$ cat src/rtl/dds_pkg.sv
// Shared defaults, FSM state encoding and tone-table record for the DDS tone sequencer.
package dds_pkg;

  localparam int unsigned DEPTH_DEF = 8;
  localparam int unsigned FW_DEF    = 32;
  localparam int unsigned DW_DEF    = 16;

  typedef enum logic [1:0] {
    ST_IDLE = 2'd0,
    ST_LOAD = 2'd1,
    ST_PLAY = 2'd2
  } state_e;

  // One tone-table entry at the default widths; stored as {freq, dur}.
  typedef struct packed {
    logic [FW_DEF-1:0] freq;
    logic [DW_DEF-1:0] dur;
  } entry_t;

endpackage

$ cat src/rtl/dds_tone_ram.sv
// Tone table: DEPTH x (FW+DW) register file, one synchronous write port, one combinational read port.
module dds_tone_ram
  import dds_pkg::*;
#(
  parameter int unsigned DEPTH = DEPTH_DEF,
  parameter int unsigned FW    = FW_DEF,
  parameter int unsigned DW    = DW_DEF,
  localparam int unsigned AW   = (DEPTH > 1) ? $clog2(DEPTH) : 1
) (
  input  logic          clk,
  input  logic          rst_n,
  input  logic          wr_en,
  input  logic [AW-1:0] wr_addr,
  input  logic [FW-1:0] wr_freq,
  input  logic [DW-1:0] wr_dur,
  input  logic [AW-1:0] rd_addr,
  output logic [FW-1:0] rd_freq_c,
  output logic [DW-1:0] rd_dur_c
);

  logic [FW+DW-1:0] mem [DEPTH];

  // Entry storage; cleared to freq=0/dur=0 on reset.
  always_ff @(posedge clk or negedge rst_n) begin
    if (!rst_n) begin
      for (int i = 0; i < int'(DEPTH); i++) begin
        mem[i] <= '0;
      end
    end else if (wr_en) begin
      mem[wr_addr] <= {wr_freq, wr_dur};
    end
  end

  assign {rd_freq_c, rd_dur_c} = mem[rd_addr];

endmodule

$ cat src/rtl/dds_tone_seq.sv
// DDS tone sequencer: steps through a table of (frequency, duration) entries and drives a DDS.
module dds_tone_seq
  import dds_pkg::*;
#(
  parameter int unsigned DEPTH = DEPTH_DEF,
  parameter int unsigned FW    = FW_DEF,
  parameter int unsigned DW    = DW_DEF,
  localparam int unsigned AW   = (DEPTH > 1) ? $clog2(DEPTH) : 1
) (
  input  logic          clk,
  input  logic          rst_n,
  input  logic          wr_en,
  input  logic [AW-1:0] wr_addr,
  input  logic [FW-1:0] wr_freq,
  input  logic [DW-1:0] wr_dur,
  input  logic          start,
  input  logic          stop,
  input  logic          loop,
  input  logic [AW-1:0] last_idx,
  input  logic          tick,
  output logic [FW-1:0] freq_out,
  output logic          tone_en,
  output logic [AW-1:0] idx,
  output logic          busy,
  output logic          done
);

  state_e        state, state_nxt;
  logic [DW-1:0] remaining, remaining_nxt;
  logic [AW-1:0] idx_nxt;
  logic [FW-1:0] freq_nxt;
  logic          tone_en_nxt;
  logic          done_nxt;
  logic          adv;
  logic [FW-1:0] rd_freq_c;
  logic [DW-1:0] rd_dur_c;

  dds_tone_ram #(
    .DEPTH (DEPTH),
    .FW    (FW),
    .DW    (DW)
  ) u_ram (
    .clk       (clk),
    .rst_n     (rst_n),
    .wr_en     (wr_en),
    .wr_addr   (wr_addr),
    .wr_freq   (wr_freq),
    .wr_dur    (wr_dur),
    .rd_addr   (idx),
    .rd_freq_c (rd_freq_c),
    .rd_dur_c  (rd_dur_c)
  );

  // Next-state and next-output logic; stop overrides everything else.
  always_comb begin
    state_nxt     = state;
    idx_nxt       = idx;
    remaining_nxt = remaining;
    freq_nxt      = freq_out;
    tone_en_nxt   = tone_en;
    done_nxt      = 1'b0;
    adv           = 1'b0;

    case (state)
      ST_IDLE: begin
        if (start) begin
          state_nxt = ST_LOAD;
          idx_nxt   = '0;
        end
      end
      ST_LOAD: begin
        freq_nxt      = rd_freq_c;
        remaining_nxt = rd_dur_c;
        if (rd_dur_c != '0) begin
          state_nxt   = ST_PLAY;
          tone_en_nxt = 1'b1;
        end else begin
          adv = 1'b1;
        end
      end
      ST_PLAY: begin
        if (tick) begin
          if (remaining == DW'(1)) begin
            adv = 1'b1;
          end else begin
            remaining_nxt = remaining - DW'(1);
          end
        end
      end
      default: state_nxt = ST_IDLE;
    endcase

    // Leaving the current entry: next entry, wrap via loop, or finish.
    if (adv) begin
      tone_en_nxt   = 1'b0;
      remaining_nxt = '0;
      if (idx != last_idx) begin
        idx_nxt   = idx + AW'(1);
        state_nxt = ST_LOAD;
      end else if (loop) begin
        idx_nxt   = '0;
        state_nxt = ST_LOAD;
      end else begin
        state_nxt = ST_IDLE;
        done_nxt  = 1'b1;
        freq_nxt  = '0;
      end
    end

    if (stop) begin
      state_nxt     = ST_IDLE;
      tone_en_nxt   = 1'b0;
      freq_nxt      = '0;
      remaining_nxt = '0;
      done_nxt      = 1'b0;
    end
  end

  // State, countdown and registered outputs.
  always_ff @(posedge clk or negedge rst_n) begin
    if (!rst_n) begin
      state     <= ST_IDLE;
      idx       <= '0;
      remaining <= '0;
      freq_out  <= '0;
      tone_en   <= 1'b0;
      busy      <= 1'b0;
      done      <= 1'b0;
    end else begin
      state     <= state_nxt;
      idx       <= idx_nxt;
      remaining <= remaining_nxt;
      freq_out  <= freq_nxt;
      tone_en   <= tone_en_nxt;
      busy      <= (state_nxt != ST_IDLE);
      done      <= done_nxt;
    end
  end

endmodule

$ cat config.mk
export PLATFORM = sky130hd
export DESIGN_NAME = dds_tone_seq
export DESIGN_NICKNAME = d
export VERILOG_FILES = /design/src/rtl/dds_pkg.sv /design/src/rtl/dds_tone_ram.sv /design/src/rtl/dds_tone_seq.sv
export SDC_FILE = /design/constraint.sdc
export NUM_CORES = 1
export LEC_CHECK = 0
export ABC_AREA = 1
export CORE_MARGIN = 5
export CORE_UTILIZATION = 26
export DETAILED_ROUTE_END_ITERATION = 7
export HOLD_SLACK_MARGIN = 0.06
export SETUP_SLACK_MARGIN = 0.02
export SLEW_MARGIN = 20
export SYNTH_ARGS = -nofsm -noshare
export SYNTH_HDL_FRONTEND = slang
export SYNTH_SLANG_ARGS = --single-unit
$ cat constraint.sdc
create_clock -name clk -period 6.2 [get_ports clk]
set_input_delay 0.62 -clock clk [delete_from_list [all_inputs] [get_ports clk]]
set_output_delay 0.62 -clock clk [all_outputs]
set_load 0.01 [all_outputs]
[Word-level counts from Yosys, hierarchy flattened]
Index checks and enable logic that the tools add are counted.
Cells by class
  order comparisons: 3
  equality and inequality tests: 6
  bitwise operators: 2
  add/subtract/negate cells: 2
  mux-type cells: 40
  reduce and logical (&&, ||, !) cells: 9
Operator list (count)
  $bwmux W384: 1
  $mux W32: 5
  $bmux W48 S3: 1
  $demux W48 S3: 1
  $mux W48: 3
  $mux W16: 4
  $pmux W16 S2: 1
  $eq A16 B1 Y1 const B: 1
  $reduce_bool A16 Y1: 1
  $sub A16 B1 Y16 const B: 1
  $mux W3: 5
  $mux W1: 13
  $ge A4 B4 Y1 const B: 2
  $mux W2: 4
  $ne A4 B4 Y1 const B: 2
  $not A3 Y4: 2
  $pmux W2 S3: 1
  $reduce_bool A3 Y1: 2
  $lt A4 B1 Y1 const B: 1
  $reduce_bool A4 Y1: 1
  $add A3 B1 Y3 const B: 1
  $ne A3 B3 Y1: 1
  $reduce_and A3 Y1: 1
  $eq A2 B1 Y1 const B: 1
  other kinds (6): 6
Word-level totals
  logic and storage cells: 77
  bits of input ports: 61
  output and inout bits: 38
  register bits: 440

[Depth between registers and ports, before layout]
  depth after elaboration: 10
  gate-level depth with buffers: 18

[Cells and area by module]
Synthesis repeated with hierarchy kept, for this count alone.
Unflattened totals
  cell total of the unflattened synthesis: 3056
  area, all modules: 22241.3 um^2
Modules (own cells, without submodules)
  dds_tone_ram: cells an instance 2573, area each 18849.3 um^2, instances 1, seq. area each 9609.2 um^2
  dds_tone_seq: cells an instance 483, area each 3392.0 um^2, instances 1, seq. area each 1401.3 um^2

[Least setup slack after synthesis]
OpenSTA, ideal clock, no wires.
  kind: reg-to-reg
  start: reg idx[0]
  end: reg remaining[14]
  path slack: 4168 ps
  required time: 6079 ps
  period minus slack after synthesis: 2032 ps
  arrival time: 1911 ps
  cell stages (with the launch flop): 19
  cells stage by stage: dfrtp_1 -> buf_4 -> inv_4 -> buf_6 -> buf_6 -> nand2_1 -> nand3_1 -> nand3_1 -> nand2_1 -> nand2_1 -> nor2_1 -> nand2_1 -> nor2_1 -> nand2_2 -> nand2_1 -> nand2_1 -> nand2_2 -> buf_4 -> nor2_1
Between the ends
  cells in the longest elaborated chain, start to end: 9
Ends and longest elaborated chain
  start, declared: RTL line dds_tone_seq.sv:23  | output logic [AW-1:0] idx,
  start signal, assigned: RTL line dds_tone_seq.sv:131  | idx <= idx_nxt;
  $not A3 Y4 (implied by the code) (*): RTL line dds_tone_ram.sv:34  | assign {rd_freq_c, rd_dur_c} = mem[rd_addr];
  $bmux W48 S3 (*): RTL line dds_tone_ram.sv:34
  $mux W48 (implied by the code) (*) (2 in series): RTL line dds_tone_ram.sv:34
  $reduce_bool A16 Y1: RTL line dds_tone_seq.sv:74  | if (rd_dur_c != '0) begin
  $mux W1: RTL line dds_tone_seq.sv:74
  $pmux W1 S2: RTL line dds_tone_seq.sv:64  | case (state)
  $ne A4 B4 Y1 (no line) (tied with other cells)
  $reduce_and A3 Y1 (no line) / $mux W16 (equally long branches)
  end signal, assigned: RTL line dds_tone_seq.sv:132  | remaining <= remaining_nxt;
  end, declared: RTL line dds_tone_seq.sv:29  | logic [DW-1:0] remaining, remaining_nxt;
Mark *: on every way between the ends. The rest lies on a longest branch, timed or not. The select of a mux whose other input is x is not followed.
A chain may end at the register's enable or synchronous reset.

[Worst setup path in the final report]
  start: reg idx[0]
  end: reg freq_out[14]
Between the ends
  cells in the longest elaborated chain, start to end: 9
Ends and longest elaborated chain
  $not A3 Y4 (implied by the code): RTL line dds_tone_ram.sv:34
  $bmux W48 S3: RTL line dds_tone_ram.sv:34
  $mux W48 (implied by the code) (2 in series): RTL line dds_tone_ram.sv:34
  $reduce_bool A16 Y1 / $mux W32 (equally long branches): RTL line dds_tone_seq.sv:74, dds_tone_seq.sv:64
  $mux W1 / $mux W32 (equally long branches): RTL line dds_tone_seq.sv:74, dds_tone_seq.sv:100
  $pmux W1 S2 / $mux W32 (equally long branches): RTL line dds_tone_seq.sv:64, dds_tone_seq.sv:97
  $mux W32 (*): RTL line dds_tone_seq.sv:94  | if (adv) begin
  $mux W32 (*): RTL line dds_tone_seq.sv:110  | if (stop) begin
  named net freq_nxt[14]: RTL line dds_tone_seq.sv:31  | logic [FW-1:0] freq_nxt;
  end signal, assigned: RTL line dds_tone_seq.sv:133  | freq_out <= freq_nxt;
  end, declared: RTL line dds_tone_seq.sv:21  | output logic [FW-1:0] freq_out,
The timed path passes the listed nets; every way through them passes the cells marked *. The select of a mux whose other input is x is not followed.

==> impl_metrics.xml <==
<?xml version="1.0" encoding="UTF-8"?>
<metrics>
  <group name="sta">
    <metric name="hold_ws" unit="ps">88.9</metric>
    <metric name="worstMarginPinSlew" unit="ps">1070</metric>
    <metric name="grt_setup_unrepaired" unit="">no</metric>
    <metric name="slew-limit-headroom" unit="">0.284</metric>
    <metric name="finalSetupViolations" unit="">0</metric>
    <metric name="timing_max_transition_violations_final" unit="">0</metric>
    <metric name="achievable-frequency" unit="GHz">0.247</metric>
    <metric name="timing_hold_violations_final" unit="">0</metric>
    <metric name="minimum_clock_period" unit="ps">4050</metric>
    <metric name="layout_worst_path_cycle_share" unit="">0.653</metric>
    <metric name="timing.setup.tns" unit="ps">0</metric>
    <metric name="layout_skew" unit="ps">27.6</metric>
  </group>
  <group name="drt">
    <metric name="detailedRoute.firstPassIterationCount" unit="">5</metric>
    <metric name="wl_per_cell" unit="um">16.1</metric>
    <metric name="count_of_unresolved_drc_violations_after_routing" unit="">0</metric>
    <metric name="drtIter0Drc" unit="">1427</metric>
    <metric name="num_vias" unit="">16300</metric>
    <metric name="drt-vias-per-instance" unit="">4.61</metric>
    <metric name="route.antenna.remaining_nets" unit="">0</metric>
    <metric name="route.final.wire_length" unit="um">57100</metric>
  </group>
  <group name="floorplan">
    <metric name="core_region_area" unit="sq um">76200</metric>
    <metric name="start_util" unit="">0.263</metric>
    <metric name="rows" unit="">101</metric>
    <metric name="die-width" unit="um">288</metric>
    <metric name="design.die.area" unit="sq um">82900</metric>
    <metric name="fp.dieH" unit="um">288</metric>
    <metric name="pin_count" unit="">99</metric>
  </group>
  <group name="final_layout">
    <metric name="drive_above_1_share" unit="">0.0462</metric>
    <metric name="areaGrowthSynthToFinish" unit="%">16.8</metric>
    <metric name="layout.cells.most_common_list" unit="">645 x sky130_fd_sc_hd__nand2_1, 564 x sky130_fd_sc_hd__o21ai_0, 437 x sky130_fd_sc_hd__dfrtp_1</metric>
    <metric name="finish.net_count" unit="">2543</metric>
    <metric name="utilization" unit="">0.308</metric>
    <metric name="antennaDiodeCount" unit="">0</metric>
    <metric name="layout_commonest_cell" unit="">sky130_fd_sc_hd__nand2_1</metric>
  </group>
  <group name="critical_path">
    <metric name="timing.critical_path.to_type" unit="">register</metric>
    <metric name="timing.critical_path.required" unit="ps">6700</metric>
    <metric name="worst_ep_arrival_time" unit="ps">4550</metric>
    <metric name="worstSetupStartpointType" unit="">register</metric>
    <metric name="worst_path_fanout_max" unit="">89</metric>
    <metric name="critical_path_class" unit="">reg -&gt; reg</metric>
  </group>
  <group name="global_routing">
    <metric name="aggregate_global_routing_overflow" unit="">0</metric>
    <metric name="first_global_vias" unit="">15900</metric>
    <metric name="global_route.usage.total" unit="">0.138</metric>
    <metric name="grt_max_degree" unit="">148</metric>
    <metric name="initial_antenna_violation_count" unit="">2</metric>
    <metric name="grt_first_pass_wirelength" unit="um">92400</metric>
  </group>
  <group name="logic_synthesis">
    <metric name="synth_flop_cell" unit="">sky130_fd_sc_hd__dfrtp_1</metric>
    <metric name="synth_seq_cells" unit="">440</metric>
    <metric name="synthDominantAreaCellType" unit="">sky130_fd_sc_hd__dfrtp_1</metric>
    <metric name="synth_top_cells_by_area" unit="">sky130_fd_sc_hd__dfrtp_1 55%, sky130_fd_sc_hd__o21ai_0 14%, sky130_fd_sc_hd__nand2_1 12%</metric>
    <metric name="post_synth_num_cell_types" unit="">33</metric>
    <metric name="syn_avg_cell_area" unit="sq um">8.09</metric>
    <metric name="async_reset_ff_frac" unit="">1.00</metric>
    <metric name="syn-instance-count" unit="">2480</metric>
    <metric name="synth_sequential_area_ratio" unit="">0.549</metric>
    <metric name="synth_top_area_frac" unit="">0.549</metric>
    <metric name="synth_nets" unit="">2549</metric>
    <metric name="synth_enable_flop_cells" unit="">0</metric>
    <metric name="yosys_warnings" unit="">0</metric>
    <metric name="post_synth_instance_area" unit="sq um">20100</metric>
  </group>
  <group name="cts">
    <metric name="cts_buffers" unit="">47</metric>
    <metric name="clk_path_buf_depth" unit="">3</metric>
    <metric name="cts_root_buf" unit="">sky130_fd_sc_hd__clkbuf_16</metric>
    <metric name="clk_pin_slew_worst_paths" unit="ps">60</metric>
    <metric name="cts.sink_count" unit="">440</metric>
    <metric name="worstSkewPairLatency" unit="ps">590</metric>
    <metric name="post_cts.resized_instances" unit="">0</metric>
    <metric name="cts_setup_buffers" unit="">0</metric>
    <metric name="h_tree_levels" unit="">2</metric>
    <metric name="tritoncts" unit="">built</metric>
    <metric name="cts_hold_repair.buffers" unit="">0</metric>
  </group>
  <group name="placed_design">
    <metric name="io_buffers" unit="">98</metric>
    <metric name="dp_hpwl" unit="um">32500</metric>
    <metric name="place_congestion" unit="">0.833</metric>
  </group>
  <group name="status">
    <metric name="run_status" unit="">complete, no violations</metric>
  </group>
  <group name="pwr">
    <metric name="peakVddDrop" unit="mV">0.208</metric>
    <metric name="p_per_cell_area" unit="nW/um^2">365</metric>
    <metric name="static-leakage-power" unit="nW">10.8</metric>
  </group>
  <group name="min_path">
    <metric name="hold_path_class" unit="">in -&gt; async</metric>
  </group>
  <group name="run">
    <metric name="max-cap-violations" unit="">0</metric>
  </group>
</metrics>
## cell usage after synthesis, types with 5 or more instances
library cell               count
sky130_fd_sc_hd__nand3_1      88
sky130_fd_sc_hd__inv_1       185
sky130_fd_sc_hd__ha_1          8
sky130_fd_sc_hd__a21oi_1      56
sky130_fd_sc_hd__o22ai_1      60
sky130_fd_sc_hd__dfrtp_1     440
sky130_fd_sc_hd__buf_1        19
sky130_fd_sc_hd__nand4_1       5
sky130_fd_sc_hd__nand2_1     651
sky130_fd_sc_hd__buf_4         6
sky130_fd_sc_hd__o21ai_0     564
sky130_fd_sc_hd__clkbuf_1    119
sky130_fd_sc_hd__o21ai_1      25
sky130_fd_sc_hd__buf_2        19
sky130_fd_sc_hd__nor2_1      188
sky130_fd_sc_hd__o221ai_1      7
sky130_fd_sc_hd__buf_6         8
## registers in the layout, summed over array words and instances (netlist names)
register   count
idx            3
busy           1
tone_en        1
state          2
freq_out      32
u_ram.mem    384
remaining     16
done           1
## report_power, final
part / switching, W / total [W] / internal, W / leakage (nW)
Combinational: 0.00115 / 0.00189 / 0.000747 / 4.46
Clock: 0.00118 / 0.00286 / 0.00168 / 0.776
Sequential: 0.000325 / 0.00379 / 0.00347 / 5.56
## worst paths after layout
kind | from | to | slack [ps] | depth (start not counted)
max | idx[0]$_DFF_PN0_ | freq_out[14]$_DFF_PN0_ | 2150 | 16
min | rst_n | u_ram.mem[16]$_DFFE_PN0P_ | 90 | 1
max reg2reg | idx[0]$_DFF_PN0_ | freq_out[14]$_DFF_PN0_ | 2150 | 16
min reg2reg | u_ram.mem[323]$_DFFE_PN0P_ | u_ram.mem[323]$_DFFE_PN0P_ | 480 | 2
max in group asynchronous | rst_n | u_ram.mem[229]$_DFFE_PN0P_ | 4720 | 2
min in group clk | u_ram.mem[323]$_DFFE_PN0P_ | u_ram.mem[323]$_DFFE_PN0P_ | 480 | 2
## area by class of cell
| class | count | area [sq um] |
|---|---|---|
| multi-input combinational | 1682 | 7710 |
| inverter | 187 | 704 |
| timing repair buffer | 116 | 1150 |
| fill | 8070 | 52800 |
| tap | 1030 | 1290 |
| clock buffer | 70 | 1390 |
| sequential | 440 | 11000 |
| clock inverter | 16 | 183 |
## metal layers
metal | global-route usage | vias up | part of all wire
met5 | 0 | - | 0.00023
met4 | 0.0308 | 2 | 0.017
met3 | 0.0226 | 70 | 0.049
met2 | 0.228 | 366 | 0.47
met1 | 0.190 | 7821 | 0.47
li1 | - | 8079 | -
## metrics by stage
stage,setup WS (ps),std cells,area (sq um),power (W)
floorplan,4170,2480,20100,0.00504
global placement,2150,3455,21800,0.00571
detailed placement,2120,3455,21800,0.00574
CTS,2110,3541,23400,0.00866
global route,1740,3541,23400,0.00913
finish,2150,3541,23400,0.00855
## kinds of logic (layout without fill, tap and decap cells)
logic type,Yosys count,count (layout),synth area share
xor+xnor,8,8,0.00349
compound gates,720,720,0.186
flops,440,440,0.549
simple gates,946,946,0.185
fa+ha+maj,8,8,0.00499
buf+inv,358,389,0.0724
## worst max-delay path, cell delays in order (launching register included)
cell and delay [ps]:
sky130_fd_sc_hd__dfrtp_4 840, sky130_fd_sc_hd__buf_4 790, sky130_fd_sc_hd__buf_4 830, sky130_fd_sc_hd__nand2_1 100, sky130_fd_sc_hd__nand2_1 100, sky130_fd_sc_hd__nand2_1 50
sky130_fd_sc_hd__nand3_1 100, sky130_fd_sc_hd__nand2_1 80, sky130_fd_sc_hd__nand2_1 80, sky130_fd_sc_hd__nor2_1 50, sky130_fd_sc_hd__nand2_1 70, sky130_fd_sc_hd__nor2_1 60
sky130_fd_sc_hd__nand2_2 80, sky130_fd_sc_hd__nand2_2 100, sky130_fd_sc_hd__nand3_2 110, sky130_fd_sc_hd__nand2_4 280, sky130_fd_sc_hd__nor2_1 200
(Power assumes the default switching activity.)
